## src/rtl/wiscsc15_mc_seq.sv

```systemverilog
// Multi-cycle control sequencer for the WISC-SC15 datapath.
// A six-state FSM (FETCH/DECODE/EXEC/MEM/WB/HALT) that drives the memory, IR, PC and
// register-file strobes. Every output is decoded from the current state and the opcode
// latched in DECODE, so changes on the opcode input after DECODE have no effect.
module wiscsc15_mc_seq (
  input  logic       clk,
  input  logic       rst,
  input  logic [3:0] opcode,
  input  logic       branch_taken,
  input  logic       mem_rdy,
  output logic       mem_req,
  output logic       mem_we,
  output logic       mem_addr_sel,
  output logic       ir_load,
  output logic       pc_write,
  output logic [1:0] pc_src,
  output logic       rf_w,
  output logic [1:0] wb_sel,
  output logic       halted,
  output logic [2:0] state
);

  localparam logic [2:0] StFetch  = 3'd0;
  localparam logic [2:0] StDecode = 3'd1;
  localparam logic [2:0] StExec   = 3'd2;
  localparam logic [2:0] StMem    = 3'd3;
  localparam logic [2:0] StWb     = 3'd4;
  localparam logic [2:0] StHalt   = 3'd5;

  localparam logic [3:0] OpLw   = 4'b1000;
  localparam logic [3:0] OpSw   = 4'b1001;
  localparam logic [3:0] OpLhb  = 4'b1010;
  localparam logic [3:0] OpLlb  = 4'b1011;
  localparam logic [3:0] OpBr   = 4'b1100;
  localparam logic [3:0] OpCall = 4'b1101;
  localparam logic [3:0] OpRet  = 4'b1110;
  localparam logic [3:0] OpHlt  = 4'b1111;

  logic [2:0] r_state;
  logic [3:0] r_op_q;
  logic [2:0] w_next;

  assign state = r_state;

  // Next-state and strobe decode; reset masks every strobe in the same cycle.
  always_comb begin
    w_next       = r_state;
    mem_req      = 1'b0;
    mem_we       = 1'b0;
    mem_addr_sel = 1'b0;
    ir_load      = 1'b0;
    pc_write     = 1'b0;
    pc_src       = 2'b00;
    rf_w         = 1'b0;
    wb_sel       = 2'b00;
    halted       = 1'b0;

    case (r_state)
      StFetch: begin
        mem_req = 1'b1;
        if (mem_rdy) begin
          ir_load = 1'b1;
          w_next  = StDecode;
        end
      end
      StDecode: begin
        w_next = (opcode == OpHlt) ? StHalt : StExec;
      end
      StExec: begin
        if (!r_op_q[3] || r_op_q == OpLhb || r_op_q == OpLlb) begin
          w_next = StWb;
        end else if (r_op_q == OpLw || r_op_q == OpSw || r_op_q == OpCall ||
                     r_op_q == OpRet) begin
          w_next = StMem;
        end else if (r_op_q == OpBr) begin
          pc_write = 1'b1;
          pc_src   = branch_taken ? 2'b01 : 2'b00;
          w_next   = StFetch;
        end else begin
          w_next = StFetch;
        end
      end
      StMem: begin
        // Address source and write strobe depend only on op_q, so they hold steady
        // for as long as the request waits on mem_rdy.
        mem_req      = 1'b1;
        mem_addr_sel = 1'b1;
        mem_we       = (r_op_q == OpSw) || (r_op_q == OpCall);
        if (mem_rdy) begin
          w_next = StFetch;
          case (r_op_q)
            OpLw: w_next = StWb;
            OpSw: pc_write = 1'b1;
            OpCall: begin
              pc_write = 1'b1;
              pc_src   = 2'b01;
              rf_w     = 1'b1;
              wb_sel   = 2'b11;
            end
            OpRet: begin
              pc_write = 1'b1;
              pc_src   = 2'b10;
              rf_w     = 1'b1;
              wb_sel   = 2'b11;
            end
            default: ;
          endcase
        end
      end
      StWb: begin
        rf_w     = 1'b1;
        pc_write = 1'b1;
        case (r_op_q)
          OpLw:    wb_sel = 2'b00;
          OpLhb:   wb_sel = 2'b01;
          OpLlb:   wb_sel = 2'b10;
          default: wb_sel = 2'b11;
        endcase
        w_next = StFetch;
      end
      StHalt: begin
        halted = 1'b1;
      end
      default: begin
        w_next = StFetch;
      end
    endcase

    if (rst) begin
      mem_req      = 1'b0;
      mem_we       = 1'b0;
      mem_addr_sel = 1'b0;
      ir_load      = 1'b0;
      pc_write     = 1'b0;
      pc_src       = 2'b00;
      rf_w         = 1'b0;
      wb_sel       = 2'b00;
      halted       = 1'b0;
    end
  end

  // State and latched-opcode registers with synchronous reset.
  always_ff @(posedge clk) begin
    if (rst) begin
      r_state <= StFetch;
      r_op_q  <= 4'b0000;
    end else begin
      r_state <= w_next;
      if (r_state == StDecode) begin
        r_op_q <= opcode;
      end
    end
  end

endmodule
```

## config.mk

```make
export PLATFORM = sky130hd
export DESIGN_NAME = wiscsc15_mc_seq
export DESIGN_NICKNAME = d
export VERILOG_FILES = /design/src/rtl/wiscsc15_mc_seq.sv
export SDC_FILE = /design/constraint.sdc
export NUM_CORES = 1
export LEC_CHECK = 0
export BUFFER_PORTS_ARGS = -buffer_cell sky130_fd_sc_hd__buf_2
export CORE_MARGIN = 5
export CORE_UTILIZATION = 40
export CTS_BUF_LIST = sky130_fd_sc_hd__clkbuf_2 sky130_fd_sc_hd__clkbuf_4 sky130_fd_sc_hd__clkbuf_8
export DETAILED_ROUTE_END_ITERATION = 7
export PLACE_DENSITY = 0.68
export SETUP_SLACK_MARGIN = 0.02
export SYNTH_ARGS = -nofsm -noshare
export SYNTH_HDL_FRONTEND = slang
export SYNTH_SLANG_ARGS = --single-unit
export TNS_END_PERCENT = 20
```

## constraint.sdc

```tcl
create_clock -name clk -period 1.45 [get_ports clk]
set_input_delay 0 -clock clk [delete_from_list [all_inputs] [get_ports clk]]
set_output_delay 0 -clock clk [all_outputs]
set_load 0.02 [all_outputs]
```

# After elaboration in Yosys (flattened, before gate mapping)
# Cells that the tools add are included.
# totals
memories	0
regBits	7
ram_bits	0
latch_bits	0
mem_bits_ro	0
# op_classes
mux	42
n_div	0
n_eq_ne	15
n_addsub	0
shift	0
n_bitwise	1
reduce_logical	12
n_mul	0
order_cmp	0
# op_table
cell	count
4-bit == test, second input constant	8
1-bit 2-to-1 mux	24
3-bit 2-to-1 mux	5
3-bit one-hot mux with 5 select lines	1
2-bit 2-to-1 mux	6
2-bit one-hot mux with 2 select lines	3
3-bit by 2-bit == test with 1-bit output, second input constant	2
3-bit == test, second input constant	2
1-bit logical OR	6
2-bit one-hot mux with 3 select lines	1
2-bit inequality test, second input constant	2
2-bit OR reduction	2
3-bit by 1-bit == test with 1-bit output, second input constant	1
3-bit zero test	1
1-bit one-hot mux with 3 select lines	1
3-bit AND reduction	1
3-bit OR reduction	1
1-bit one-hot mux with 2 select lines	1
1-bit zero test	1
1-bit inverter	1

# Logic depth before layout (Yosys ltp)
# logic_depth
ltp_word	8
depth_mapped	5
ltp_nobuf	4

# Worst setup path before layout
# No wires, ideal clock.
# synth_timing
kind	register to register
startpoint	register r_state[0], in the netlist state[0]
endpoint	register r_state[2], in the netlist state[2]
setup_slack_ps	-376
arrival_ps	1739
required_ps	1363
stages_incl_launch_ff	6
cell_sequence	dfxtp_1 > buf_2 > inv_1 > nor4_1 > nor2_1 > o31ai_1
# synth_via
elab_chain_len	3
word_cells_on_any_way	10
cone_classes	6 x eq/ne; 1 x mux; 1 x bitwise; 2 x reduce/logical
# synth_lines
element	line	source
start: declaration	39	logic [2:0] r_state;
start signal: assignment	145	r_state <= StFetch;
start signal: assignment	148	r_state <= w_next;
3-bit by 2-bit == test with 1-bit output (tied with other cells)	58	case (r_state)
2-bit inequality test (no line) or 1-bit inverter (tied branches)	-	
3-bit AND reduction (no line)	-	
# Several ways; a longest one is shown, not always the timed one.
# A chain may end at the register's enable or synchronous reset.

# Final worst setup path
# layout_timing
startpoint	register r_op_q[1]
endpoint	output pc_write
# layout_via
elab_chain_len	8
word_cells_on_any_way	20
cone_classes	7 x eq/ne; 7 x mux; 6 x reduce/logical
# layout_lines
element	line	source
start: declaration	40	logic [3:0] r_op_q;
start signal: assignment	150	r_op_q <= opcode;
4-bit == test, on equally long branches	72, 91	
1-bit logical OR (3 in a row)	72	end else if (r_op_q == OpLw || r_op_q == OpSw || r_op_q == OpCall ||
1-bit 2-to-1 mux	72	
1-bit 2-to-1 mux	70	if (!r_op_q[3] || r_op_q == OpLhb || r_op_q == OpLlb) begin
1-bit one-hot mux with 3 select lines (*)	58	
1-bit 2-to-1 mux (*)	129	if (rst) begin
end: declaration	15	output logic pc_write,
# Mark *: on every way between the ends. The rest lies on a longest branch, timed or not.

==> flow_summary.json <==
{
  "syn_inst": 78,
  "wl_per_cell_um": 16.3,
  "yosys.area.top_type_share_pct": 25.0,
  "grt_pass1_vias": 669,
  "finalWorstSetupSlack_ns": -0.156,
  "numCtsBuffers": 3,
  "violations": "setup timing",
  "power_frac_comb_pct": 44.4,
  "initialDrtViolationCount": 24,
  "path_clk_slew_ns": 0.05,
  "grt_first_pass_wirelength_um": 3090,
  "hold_buffers": 0,
  "max_cap_viol_count": 0,
  "rsz0062_at_grt": "true",
  "firstDrtPassIters": 4,
  "cts_max_path_buffers": 2,
  "rows": 13,
  "total_power_uw": 855,
  "tightest_slew_ns": 0.379,
  "swShare_pct": 40.0,
  "cts_root_buffer": "clkbuf_4",
  "hold_viol": 0,
  "route.detailed.drc": 0,
  "worstPathArrival_ns": 1.61,
  "ys_seq_area_share_pct": 25.0,
  "ios": 22,
  "coreArea_mm2": 0.00132,
  "post-place-ws_ns": -0.0785,
  "final_common_cell": "buf_2",
  "setup-violations-final": 9,
  "drive_gt1_share_pct": 59.3,
  "clock_latency_ns": 0.26,
  "grt_max_degree": 14,
  "final_nets": 122,
  "n_fill_cell": 97,
  "ir_drop_mv": 0.635,
  "p_sw_uw": 342,
  "via_per_inst": 5.95,
  "areaGrowthSynthToFinish_pct": 72.3,
  "die_area_mm2": 0.00225,
  "ys_ff_latch": 7,
  "grt.total_usage_pct": 19.7,
  "die_w_um": 47.4,
  "synthDistinctLibCells": 32,
  "crit_fanout": 3,
  "synth_top_area_cell": "dfxtp_1",
  "synthTopCellsByArea": "dfxtp_1 25%, a21oi_1 8.0%, nor2_1 6.7%",
  "vias": 761,
  "powerDensity_mw_per_mm2": 885,
  "critical-path-top-delay-family": "flip-flops",
  "worstSetupStartpointType": "flop",
  "cts_tree": "yes",
  "syn_area_per_cell_um2": 7.19,
  "p_clk_share_pct": 23.7,
  "report.final.slew_viol_count": 0,
  "detail-route-antenna-nets": 0,
  "hold_class": "in -> reg",
  "slew_headroom_pct": 74.4,
  "port_buffers": 21,
  "path_cells": "xnor2_4 -> nor4_4 -> o2111ai_1 -> a21oi_2 -> buf_2",
  "max_freq_mhz": 623,
  "synth_area_um2": 561,
  "antenna_found_initial": 0,
  "h-tree-depth": 1,
  "cp_num_buf_inv": 1,
  "antenna_cells": 0,
  "fin_util_pct": 73.3,
  "clock-sinks": 7,
  "critPathRequiredTime_ns": 1.45,
  "grt-ovfl-total": 0,
  "skew_ns": 0.00496,
  "pwr-share-seq_pct": 31.9,
  "critical_path_class": "reg -> out",
  "intPower_uw": 513,
  "synth_warnings": 0,
  "fin_crit_sh_pct": 111,
  "period_minus_slack_ns": 1.61,
  "gp_congestion": 0.861,
  "final_cell_mix": "18 x buf_2, 14 x buf_4, 9 x nor2_1",
  "end_kind": "primary output",
  "syn_nets": 86,
  "routed_wl_um": 2080,
  "slowest_stage": "dfxtp_4",
  "start_util_pct": 42.5,
  "status": "finished, violations left",
  "dp_hpwl_um": 1430,
  "slowest_delay_ns": 0.36,
  "p_leak_nw": 0.389,
  "die_h_um": 47.4
}
==> power groups by stage <==
stage	clock network (mW)	logic (mW)	registers, mW
5_1_grt	0.213	0.410	0.277
3_5_place_dp	0	0.331	0.258
4_1_cts	0.202	0.362	0.270
2_1_floorplan	0	0.206	0.256
3_3_place_gp	0	0.330	0.253
6_report	0.203	0.380	0.272
==> cell usage after synthesis <==
| cell type | instances |
|---|---|
| nor2_1 | 10 |
| a21oi_1 | 9 |
| dfxtp_1 | 7 |
| inv_1 | 6 |
| nand2_1 | 5 |
| nor4_1 | 5 |
| buf_2 | 3 |
| mux2i_1 | 3 |
| o21ai_0 | 3 |
| nand2b_1 | 2 |
| nand3_1 | 2 |
| nor3_1 | 2 |
| xnor2_1 | 2 |
| a211oi_1 | 1 |
| a22oi_1 | 1 |
| a31oi_1 | 1 |
| and3_1 | 1 |
| and4_1 | 1 |
| and4bb_2 | 1 |
| clkbuf_1 | 1 |
| nand4_1 | 1 |
| nor3b_2 | 1 |
| nor4_2 | 1 |
| nor4b_1 | 1 |
| o2111ai_1 | 1 |
| o22a_1 | 1 |
| o22ai_1 | 1 |
| o31ai_1 | 1 |
| o32ai_1 | 1 |
| or2_2 | 1 |
| or4_1 | 1 |
| xor2_1 | 1 |
==> metal layers <==
| metal | track usage [%] | part of all wire [%] | up-vias | routed length (um) |
|---|---|---|---|---|
| met3 | 4.51 | 6.9 | 7 | 144 |
| li1 | - | - | 358 | - |
| met1 | 25.3 | 42 | 368 | 882 |
| met5 | 0 | 0 | - | 0 |
| met2 | 30.2 | 49 | 28 | 1010 |
| met4 | 11.0 | 2.0 | 0 | 42 |
==> worst paths after layout <==
path	start	to	slack [ns]	cells past startpoint
setup / recovery	r_op_q[1]$_SDFFE_PP0N_	pc_write	-0.16	5
hold / removal	opcode[0]	r_op_q[0]$_SDFFE_PP0N_	0.003	3
setup reg to reg	state[2]$_SDFFE_PP0P_	state[0]$_SDFFE_PP0P_	-0.06	7
hold reg to reg	r_op_q[2]$_SDFFE_PP0N_	r_op_q[2]$_SDFFE_PP0N_	0.59	2
==> through the flow <==
step	TNS, ns	hold WS (ns)	cell area [um2]	std cells
after floorplan	-0.0503	0.0322	608	78
after CTS	-0.595	0.00486	927	127
final	-0.797	0.00285	966	128
after detailed placement	-0.206	0.263	801	122
after global routing	-1.27	0.0134	966	128
after global placement	-0.0527	0.248	801	122
==> sequential cells by signal, indices dropped and copies added, names as in the netlist <==
signal,count
state,3
r_op_q,4
==> cells by family (layout without fill, tap and decap cells) <==
| group | after synthesis | count (layout) | share of synthesized area [%] |
|---|---|---|---|
| buffers and inverters | 10 | 45 | 7.36 |
| xor gates and xnor gates | 3 | 3 | 4.69 |
| muxes | 3 | 3 | 5.36 |
| AOI/OAI and AO/OA | 20 | 20 | 21.7 |
| and+or+nand+nor | 35 | 35 | 35.9 |
| DFF | 7 | 7 | 25.0 |
==> tightest hold or removal path, cell delays in order <==
cell	delay, ns
buf_2	0.09
mux2i_1	0.06
nor2_1	0.08
==> repair_timing <==
item,CTS,global route
pin swaps,4,3
endpoints found under the setup margin,10,12
setup buffers,1,1
resized for setup,22,10
==> cell type report <==
cell class                      count  area [um2]  area share [%]
Sequential cell                     7         159            16.5
Clock buffer                        4        30.0            3.11
Tap cell                           15        18.8            1.94
Timing Repair Buffer               35         229            23.7
Inverter                            6        22.5            2.33
Multi-Input combinational cell     61         507            52.5
Note: power is estimated with default switching activity, not from simulation.
